**config.mk**
```make
export PLATFORM = sky130hd
export DESIGN_NAME = fg_cfg_loader
export DESIGN_NICKNAME = d
export VERILOG_FILES = /design/src/rtl/fg_cfg_pkg.sv /design/src/rtl/fg_sync.sv /design/src/rtl/fg_cfg_loader.sv
export SDC_FILE = /design/constraint.sdc
export NUM_CORES = 1
export LEC_CHECK = 0
export CAP_MARGIN = 20
export CORE_MARGIN = 3
export CORE_UTILIZATION = 32
export CTS_CLUSTER_DIAMETER = 30
export CTS_CLUSTER_SIZE = 28
export DETAILED_ROUTE_END_ITERATION = 8
export GPL_TIMING_DRIVEN = 1
export PLACE_DENSITY = 0.55
export SLEW_MARGIN = 20
export SYNTH_ARGS = -nofsm -noshare
export SYNTH_HDL_FRONTEND = slang
export SYNTH_SLANG_ARGS = --single-unit
export TNS_END_PERCENT = 20
```
**constraint.sdc**
```tcl
create_clock -name clk -period 4.8 [get_ports clk]
set_input_delay 1.2 -clock clk [delete_from_list [all_inputs] [get_ports clk]]
set_output_delay 1.2 -clock clk [all_outputs]
set_load 0.05 [all_outputs]
```
**src/rtl/fg_cfg_pkg.sv**
```systemverilog
// Shared constants, field layout and FSM state type for the configuration loader.
package fg_cfg_pkg;

    localparam int CFG_BYTES = 7;
    localparam int CFG_W     = 56;

    localparam int CONSTANT_BIT  = 55;
    localparam int MODULATED_BIT = 54;
    localparam int PRESCALER_LSB = 48;
    localparam int PRESCALER_W   = 6;
    localparam int COUNTER_LSB   = 40;
    localparam int PHASE_LSB     = 32;
    localparam int RISE_LSB      = 24;
    localparam int FALL_LSB      = 16;
    localparam int AMP_LSB       = 8;
    localparam int OFFSET_LSB    = 0;
    localparam int FIELD8_W      = 8;

    typedef enum logic [1:0] {
        IDLE,
        LOAD,
        COMMIT
    } cfg_state_e;

    // Address 0 lands in the most significant byte of the shadow word.
    function automatic int byte_lsb(input logic [2:0] addr);
        return 8 * (CFG_BYTES - 1 - int'(addr));
    endfunction

endpackage

```
**src/rtl/fg_sync.sv**
```systemverilog
// Generic N-stage synchroniser whose flops reset to a chosen idle level.
module fg_sync #(
    parameter int   STAGES  = 2,
    parameter logic RST_VAL = 1'b0
) (
    input  logic clk,
    input  logic rst_n,
    input  logic d,
    output logic q
);

    logic [STAGES-1:0] sync_q;
    logic [STAGES-1:0] sync_d;

    always_comb begin
        sync_d = {sync_q[STAGES-2:0], d};
    end

    always_ff @(posedge clk) begin
        if (!rst_n) begin
            sync_q <= {STAGES{RST_VAL}};
        end else begin
            sync_q <= sync_d;
        end
    end

    assign q = sync_q[STAGES-1];

endmodule

```
**src/rtl/fg_cfg_loader.sv**
```systemverilog
// Host byte-bus front-end: assembles a 56-bit shadow word and commits it
// atomically to the active configuration only when a session wrote all bytes.
module fg_cfg_loader
    import fg_cfg_pkg::*;
#(
    parameter int SYNC_STAGES = 2,
    parameter int EN_BIT      = 7,
    parameter int WR_BIT      = 6,
    parameter int ADDR_LSB    = 3
) (
    input  logic                   clk,
    input  logic                   rst_n,
    input  logic [7:0]             ui_in,
    input  logic [7:0]             uio_in,
    output logic                   cfg_constant,
    output logic                   cfg_modulated,
    output logic [PRESCALER_W-1:0] cfg_prescaler,
    output logic [FIELD8_W-1:0]    cfg_counter,
    output logic [FIELD8_W-1:0]    cfg_phase,
    output logic [FIELD8_W-1:0]    cfg_rise,
    output logic [FIELD8_W-1:0]    cfg_fall,
    output logic [FIELD8_W-1:0]    cfg_amplitude,
    output logic [FIELD8_W-1:0]    cfg_offset,
    output logic                   cfg_update,
    output logic                   cfg_busy,
    output logic                   cfg_error
);

    localparam int FILL_W = $clog2(SYNC_STAGES + 1);

    logic en_s;
    logic wr_s;

    fg_sync #(.STAGES(SYNC_STAGES), .RST_VAL(1'b0)) u_en_sync (
        .clk   (clk),
        .rst_n (rst_n),
        .d     (uio_in[EN_BIT]),
        .q     (en_s)
    );

    fg_sync #(.STAGES(SYNC_STAGES), .RST_VAL(1'b1)) u_wr_sync (
        .clk   (clk),
        .rst_n (rst_n),
        .d     (uio_in[WR_BIT]),
        .q     (wr_s)
    );

    cfg_state_e           state_q, state_d;
    logic                 en_prev_q, en_prev_d;
    logic                 wr_prev_q, wr_prev_d;
    logic [FILL_W-1:0]    fill_q, fill_d;
    logic                 armed_q, armed_d;
    logic [CFG_W-1:0]     shadow_q, shadow_d;
    logic [CFG_W-1:0]     active_q, active_d;
    logic [CFG_BYTES-1:0] written_q, written_d;
    logic                 update_q, update_d;
    logic                 busy_q, busy_d;
    logic                 error_q, error_d;

    logic       fill_done;
    logic       en_rise;
    logic       en_fall;
    logic       wr_rise;
    logic [2:0] addr;

    assign addr      = uio_in[ADDR_LSB +: 3];
    assign fill_done = (fill_q == FILL_W'(SYNC_STAGES));
    // A session may only open after EN has been seen low with real (post-reset) samples.
    assign en_rise   = en_s & ~en_prev_q & armed_q;
    assign en_fall   = ~en_s & en_prev_q;
    assign wr_rise   = wr_s & ~wr_prev_q;

    always_comb begin
        state_d   = state_q;
        shadow_d  = shadow_q;
        active_d  = active_q;
        written_d = written_q;
        update_d  = 1'b0;
        error_d   = error_q;
        en_prev_d = en_s;
        wr_prev_d = wr_s;
        fill_d    = fill_done ? fill_q : fill_q + FILL_W'(1);
        armed_d   = armed_q | (fill_done & ~en_s);

        case (state_q)
            IDLE: begin
                if (en_rise) begin
                    state_d   = LOAD;
                    written_d = '0;
                    error_d   = 1'b0;
                end
            end
            LOAD: begin
                if (wr_rise && addr != 3'd7) begin
                    shadow_d[byte_lsb(addr) +: 8] = ui_in;
                    written_d[addr]               = 1'b1;
                end
                if (en_fall) begin
                    state_d = COMMIT;
                end
            end
            COMMIT: begin
                state_d = IDLE;
                if (written_q == {CFG_BYTES{1'b1}}) begin
                    active_d = shadow_q;
                    update_d = 1'b1;
                end else begin
                    error_d = 1'b1;
                end
            end
            default: begin
                state_d = IDLE;
            end
        endcase

        busy_d = (state_d == LOAD);
    end

    always_ff @(posedge clk) begin
        if (!rst_n) begin
            state_q   <= IDLE;
            en_prev_q <= 1'b0;
            wr_prev_q <= 1'b1;
            fill_q    <= '0;
            armed_q   <= 1'b0;
            shadow_q  <= '0;
            active_q  <= '0;
            written_q <= '0;
            update_q  <= 1'b0;
            busy_q    <= 1'b0;
            error_q   <= 1'b0;
        end else begin
            state_q   <= state_d;
            en_prev_q <= en_prev_d;
            wr_prev_q <= wr_prev_d;
            fill_q    <= fill_d;
            armed_q   <= armed_d;
            shadow_q  <= shadow_d;
            active_q  <= active_d;
            written_q <= written_d;
            update_q  <= update_d;
            busy_q    <= busy_d;
            error_q   <= error_d;
        end
    end

    assign cfg_constant  = active_q[CONSTANT_BIT];
    assign cfg_modulated = active_q[MODULATED_BIT];
    assign cfg_prescaler = active_q[PRESCALER_LSB +: PRESCALER_W];
    assign cfg_counter   = active_q[COUNTER_LSB +: FIELD8_W];
    assign cfg_phase     = active_q[PHASE_LSB +: FIELD8_W];
    assign cfg_rise      = active_q[RISE_LSB +: FIELD8_W];
    assign cfg_fall      = active_q[FALL_LSB +: FIELD8_W];
    assign cfg_amplitude = active_q[AMP_LSB +: FIELD8_W];
    assign cfg_offset    = active_q[OFFSET_LSB +: FIELD8_W];
    assign cfg_update    = update_q;
    assign cfg_busy      = busy_q;
    assign cfg_error     = error_q;

    logic unused_uio;
    assign unused_uio = ^uio_in;

endmodule

```
Word level (Yosys, flattened, before mapping)
Index checks and enable logic that the tools add are counted.
W data, S select, Z words.
- add/sub/neg operators: 3
- multiply operators: 0
- div/mod/pow operators: 0
- $lt $le $gt $ge: 2
- equality and inequality tests: 9
- shift-type cells: 2
- multiplexer cells: 13
- bitwise logic cells: 10
- reduce and logical (&&, ||, !) cells: 10
- operator list (kind ; count):
    $bwmux W56 ; 1
    $shift A8 B33 Y56 const A ; 1
    $shiftx A8 B33 Y56 ; 1
    $neg A7 Y33 ; 1
    $mux W7 ; 2
    $pmux W7 S2 ; 1
    $eq A7 B7 Y1 const B ; 1
    $or A7 B7 Y7 ; 1
    $ne A2 B2 Y1 const B ; 3
    $reduce_and A2 Y1 ; 3
    $reduce_and A3 Y1 ; 2
    $and A1 B1 Y1 ; 5
    $eq A2 B1 Y1 const B ; 2
    $eq A2 B2 Y1 const B ; 2
    $lt A3 B4 Y1 const B ; 1
    $mux W1 ; 4
    $mux W2 ; 2
    $pmux W2 S2 ; 1
    $reduce_bool A2 Y1 ; 2
    $sub A3 B3 Y4 const A ; 1
    $demux W1 S3 ; 1
    $ge A3 B1 Y1 const B ; 1
    $ne A3 B3 Y1 const B ; 1
    $not A1 Y1 ; 3
    other kinds (5) ; 6
- bits in registers: 133
- bits in latches: 0
- bits in writable memories: 0
- ROM bits: 0
- input port bits: 18
- output and inout port bits: 59
- word-level logic and storage cells: 62
- memories: 0

Logic depth before layout (Yosys ltp)
- word-level depth: 7
- mapped depth: 11
- depth with buffers taken out: 9

Cells and area by module
A second synthesis with hierarchy kept.
- cell total of the unflattened synthesis: 526
- area, all modules: 5447.7 um^2
- by module, submodules not included (module ; instances ; cells an instance ; area an instance (um^2) ; sequential area each (um^2)):
    fg_cfg_loader ; 1 ; 518 ; 5342.6 ; 2582.5
    fg_sync ; 2 ; 4 ; 52.6 ; 40.0

Worst setup path after synthesis
No wires, ideal clock.
- path type: input to register
- from: in uio_in[3]
- to: reg shadow_q[0]
- library setup time: 72 ps
- data arrival time: 3690 ps
- required time: 4728 ps
- path slack: 1038 ps
- stages on the path: 11
- path buffers: 2
- cell sequence: clkbuf_1 > inv_1 > ha_1 > nor2_1 > nand2_1 > ha_1 > or3b_1 > nor4_4 > o2111a_1 > buf_4 > mux2i_1
- longest elaborated chain between the ends: 4
- elaborated cells between the ends (all ways): 8
- those cells by class: add/sub: 2; eq/ne: 1; shift: 2; mux: 1; reduce/logical: 2
- ends and longest elaborated chain (what ; RTL line ; RTL):
    from (decl) ; fg_cfg_loader.sv:14 ; input logic [7:0] uio_in,
    $sub A3 B3 Y4 ; fg_cfg_pkg.sv:27 ; return 8 * (CFG_BYTES - 1 - int'(addr));
    $neg A7 Y33 ; fg_cfg_loader.sv:95 ; shadow_d[byte_lsb(addr) +: 8] = ui_in;
    $shiftx A8 B33 Y56 or $shift A8 B33 Y56 (tied branches) ; fg_cfg_loader.sv:95 ;
    $bwmux W56 ; fg_cfg_loader.sv:95 ;
    to (signal assigned) ; fg_cfg_loader.sv:138 ; shadow_q <= shadow_d;
    to (decl) ; fg_cfg_loader.sv:53 ; logic [CFG_W-1:0] shadow_q, shadow_d;
Several ways; a longest one is shown, not always the timed one.
A chain may end at the register's enable or synchronous reset.

Final worst setup path
- from: in uio_in[3]
- to: reg shadow_q[12]
The elaborated chain is that of the path after synthesis.

==> flow_summary_export.csv <==
group,metric,value,unit
worst_setup_path,r2r_setup_slack,2.66,ns
power,p_per_area,381,nW/µm²
die,die_x,136,µm
yosys,synth_edf_count,0,
flow_run,cap_violations,0,
clock_network,post-cts-setup-buffers,0,
clock_network,root_buffer,"clkbuf_16",
route,drt_pass1_iterations,4,
power,p_seq_share,41.9,%
route,viasPerCell,4.53,
die,start_util,32.7,%
placed_design,gp_congestion,0.732,
power,ir_worst_vdd,225,µV
sta,report.final.slew_viol_count,0,
sta,post-route-period-util,86.7,%
worst_setup_path,endpoint_kind,"register",
die,rows,47,
power,combPwrFrac,5.3,%
sta,hold_viol_final,0,
grt,grt_pass1_wl,19500,µm
yosys,synth_warnings,0,
clock_network,htreeDepth,4,
grt,grt_antenna_before_repair,0,
min_path,min_to,"u_wr_sync.sync_q[1]$_SDFF_PN1_",
die,placeableCoreArea,16600,µm²
yosys,syn_nets,555,
route,routed_wl,12200,µm
worst_setup_path,r2r_end,"active_q[4]$_SDFFE_PN0P_",
clock_network,cts_buffer_depth,2,
yosys,syn_inst,529,
clock_network,cts_resized,0,
route,drc,0,
clock_network,cts_hold_buffers,0,
sta,setup_ws,0.637,ns
power,p_leak,2.44,nW
final_layout,final_common_cell,"dfxtp_1",
final_layout,drive_gt1_share,8.79,%
route,ant_nets,0,
sta,worst_pin_slew,1.00,ns
grt,grt_overflow_total,0,
die,dieArea,18600,µm²
worst_setup_path,crit_path_max_fanout,7,
yosys,yosys.cell_types.count,41,
sta,setup_viol,0,
clock_network,cts_tree,"built",
min_path,hold_depth,1,
worst_setup_path,required,5.14,ns
run_status,status,"finished, final reports clean",
sta,max_freq,0.240,GHz
final_layout,fin_util,42.3,%
power,p_sw,0.000575,W
grt,first_global_vias,3697,
grt,grt_max_degree,74,
yosys,yosys.area.top_type,"dfxtp_1",
min_path,hold_class,"reg2reg",
yosys,syn_avg_cell_area,10.3,µm²
grt,grt_usage,13.6,%
placed_design,hpwl,8310,µm
yosys,async_flop_share,0,%
clock_network,cts.clk_slew.worst_paths,0.06,ns
yosys,syn-cell-area,5440,µm²
yosys,synth-seq-cells,133,
sta,relSlewSlack,33.0,%
sta,rsz0062_at_grt,"no",
sta,tns,0,ns
die,chipHeight,136,µm
die,io_pins,77,
route,first_iter_violations,144,
clock_network,clock_sinks,133,
route,vias,3775,
final_layout,final_cell_mix,"dfxtp_1 (133), mux2i_1 (112), nand2_1 (89), clkdlybuf4s50_1 (72), nor2b_1 (59)",
sta,finClkSkew,0.00599,ns
yosys,synthFlopType,"dfxtp_1",
power,clkPwrFrac,52.8,%
placed_design,portBuffers,73,
yosys,synth_top_area_share,48.9,%
clock_network,cts_buffers,17,
worst_setup_path,critical_path_class,"in2reg",
clock_network,insertion_delay,0.42,ns
worst_setup_path,cp.arrival,4.50,ns
power,netSwitchingFraction,21.5,%
final_layout,fin_nets,628,
power,internal-power,0.00211,W
yosys,synth.area.top_cells,"dfxtp_1 (49%), mux2i_1 (21%), nor2b_1 (6.8%), nand2_1 (6.1%), ha_1 (1.8%)",
final_layout,antennaDiodeCount,0,
worst_setup_path,rr_worst_depth,5,
worst_setup_path,worst_setup_path_start_kind,"input port",
placed_design,detailedPlace.worstSlack,0.221,ns
yosys,yosysSeqAreaShare,48.9,%
min_path,worstHoldStart,"u_wr_sync.sync_q[0]$_SDFF_PN1_",
final_layout,syn_to_final_growth,29.4,%
sta,layout_min_cycle_time,4.16,ns
route,detail_route.wl_per_cell,14.6,µm
worst_setup_path,r2r_start,"state_q[0]$_SDFF_PN0_",
[flip-flops by register name, summed over array words and instances, names as in the netlist]
register	cells
active_q	56
cfg_busy	1
written_q	7
wr_prev_q	1
fill_q	2
u_en_sync.sync_q	2
armed_q	1
cfg_error	1
u_wr_sync.sync_q	2
shadow_q	56
cfg_update	1
en_prev_q	1
state_q	2
[critical path, cell delays in order]
cell and delay, ns:
clkdlybuf4s50_1 0.60, inv_1 0.15, ha_1 0.40, nor2_1 0.23
nand2_1 0.09, ha_1 0.30, or3b_1 0.40, nor4_4 0.33
and4b_1 0.37, buf_4 0.21, mux2i_1 0.21
[synthesized netlist by cell type (2+ instances only)]
cell type  number
a21oi_1         9
nand3_1        18
ha_1            8
and2_1          8
nor3_1          2
nor2b_1        59
nor2_1          7
buf_4           9
o211ai_1        6
nand2_1        89
o211ai_2        2
nand2b_1        6
buf_2           2
and4b_1         2
dfxtp_1       133
clkbuf_1       19
inv_1          12
nor4_2          2
and3_1          2
a2111oi_4       2
mux2i_1       112
[logic make-up (layout without fill, tap and decap cells)]
logic type / after synthesis / after routing / share of synthesized area [%]
adder cells (fa/ha/maj): 8 / 8 / 1.84
buffers and inverters: 43 / 128 / 3.77
XOR/XNOR: 4 / 4 / 1.17
AO/OA/AOI/OAI: 25 / 25 / 4.00
AND/OR/NAND/NOR: 204 / 204 / 19.7
flip-flops: 133 / 133 / 48.9
multiplexers: 112 / 112 / 20.6
[final cells by class]
type                       instances  area [µm²]
clock buffer                      18         439
fill                            1578        9600
multi-input combinational        353        2580
tap                              220         275
clock inverter                    13         205
inverter                          12        45.0
timing repair buffer              85         831
sequential                       133        2660
[per-stage QoR]
stage          hold WS, ns  instance area, µm²  std cells  total power (W)
2_1_floorplan        0.386                5440        529          0.00124
3_3_place_gp         0.396                6400        803          0.00129
3_5_place_dp         0.403                6400        803          0.00129
4_1_cts              0.426                7040        834          0.00271
5_1_grt              0.459                7040        834          0.00277
6_report             0.419                7040        834          0.00268
[per-layer routing]
metal | share of wire, % | global-route usage [%] | wire (µm)
met2 | 45 | 20.2 | 5460
met4 | 1.6 | 5.15 | 193
met5 | 0 | 0 | 0
met1 | 49 | 18.7 | 5970
met3 | 4.8 | 4.03 | 589
[power by group through the flow]
stage	clock, W	combinational, W	sequential, W
after global placement	0	0.000139	0.00115
after CTS	0.00145	0.000142	0.00112
final	0.00141	0.000142	0.00112
after global routing	0.00149	0.000158	0.00112
after detailed placement	0	0.000142	0.00115
after floorplan	0	0.0000963	0.00115
[worst max path at each step]
stage	start	end	slack, ns	cells past startpoint
after floorplan	uio_in[3]	shadow_q[0]$_SDFFE_PN0P_	1.04	11
after global placement	uio_in[3]	shadow_q[12]$_SDFFE_PN0P_	0.34	11
after detailed placement	uio_in[3]	shadow_q[12]$_SDFFE_PN0P_	0.22	11
after CTS	uio_in[3]	shadow_q[12]$_SDFFE_PN0P_	0.66	11
after global routing	uio_in[3]	shadow_q[11]$_SDFFE_PN0P_	0.47	11
final	uio_in[3]	shadow_q[12]$_SDFFE_PN0P_	0.64	11
(Power assumes the default switching activity.)
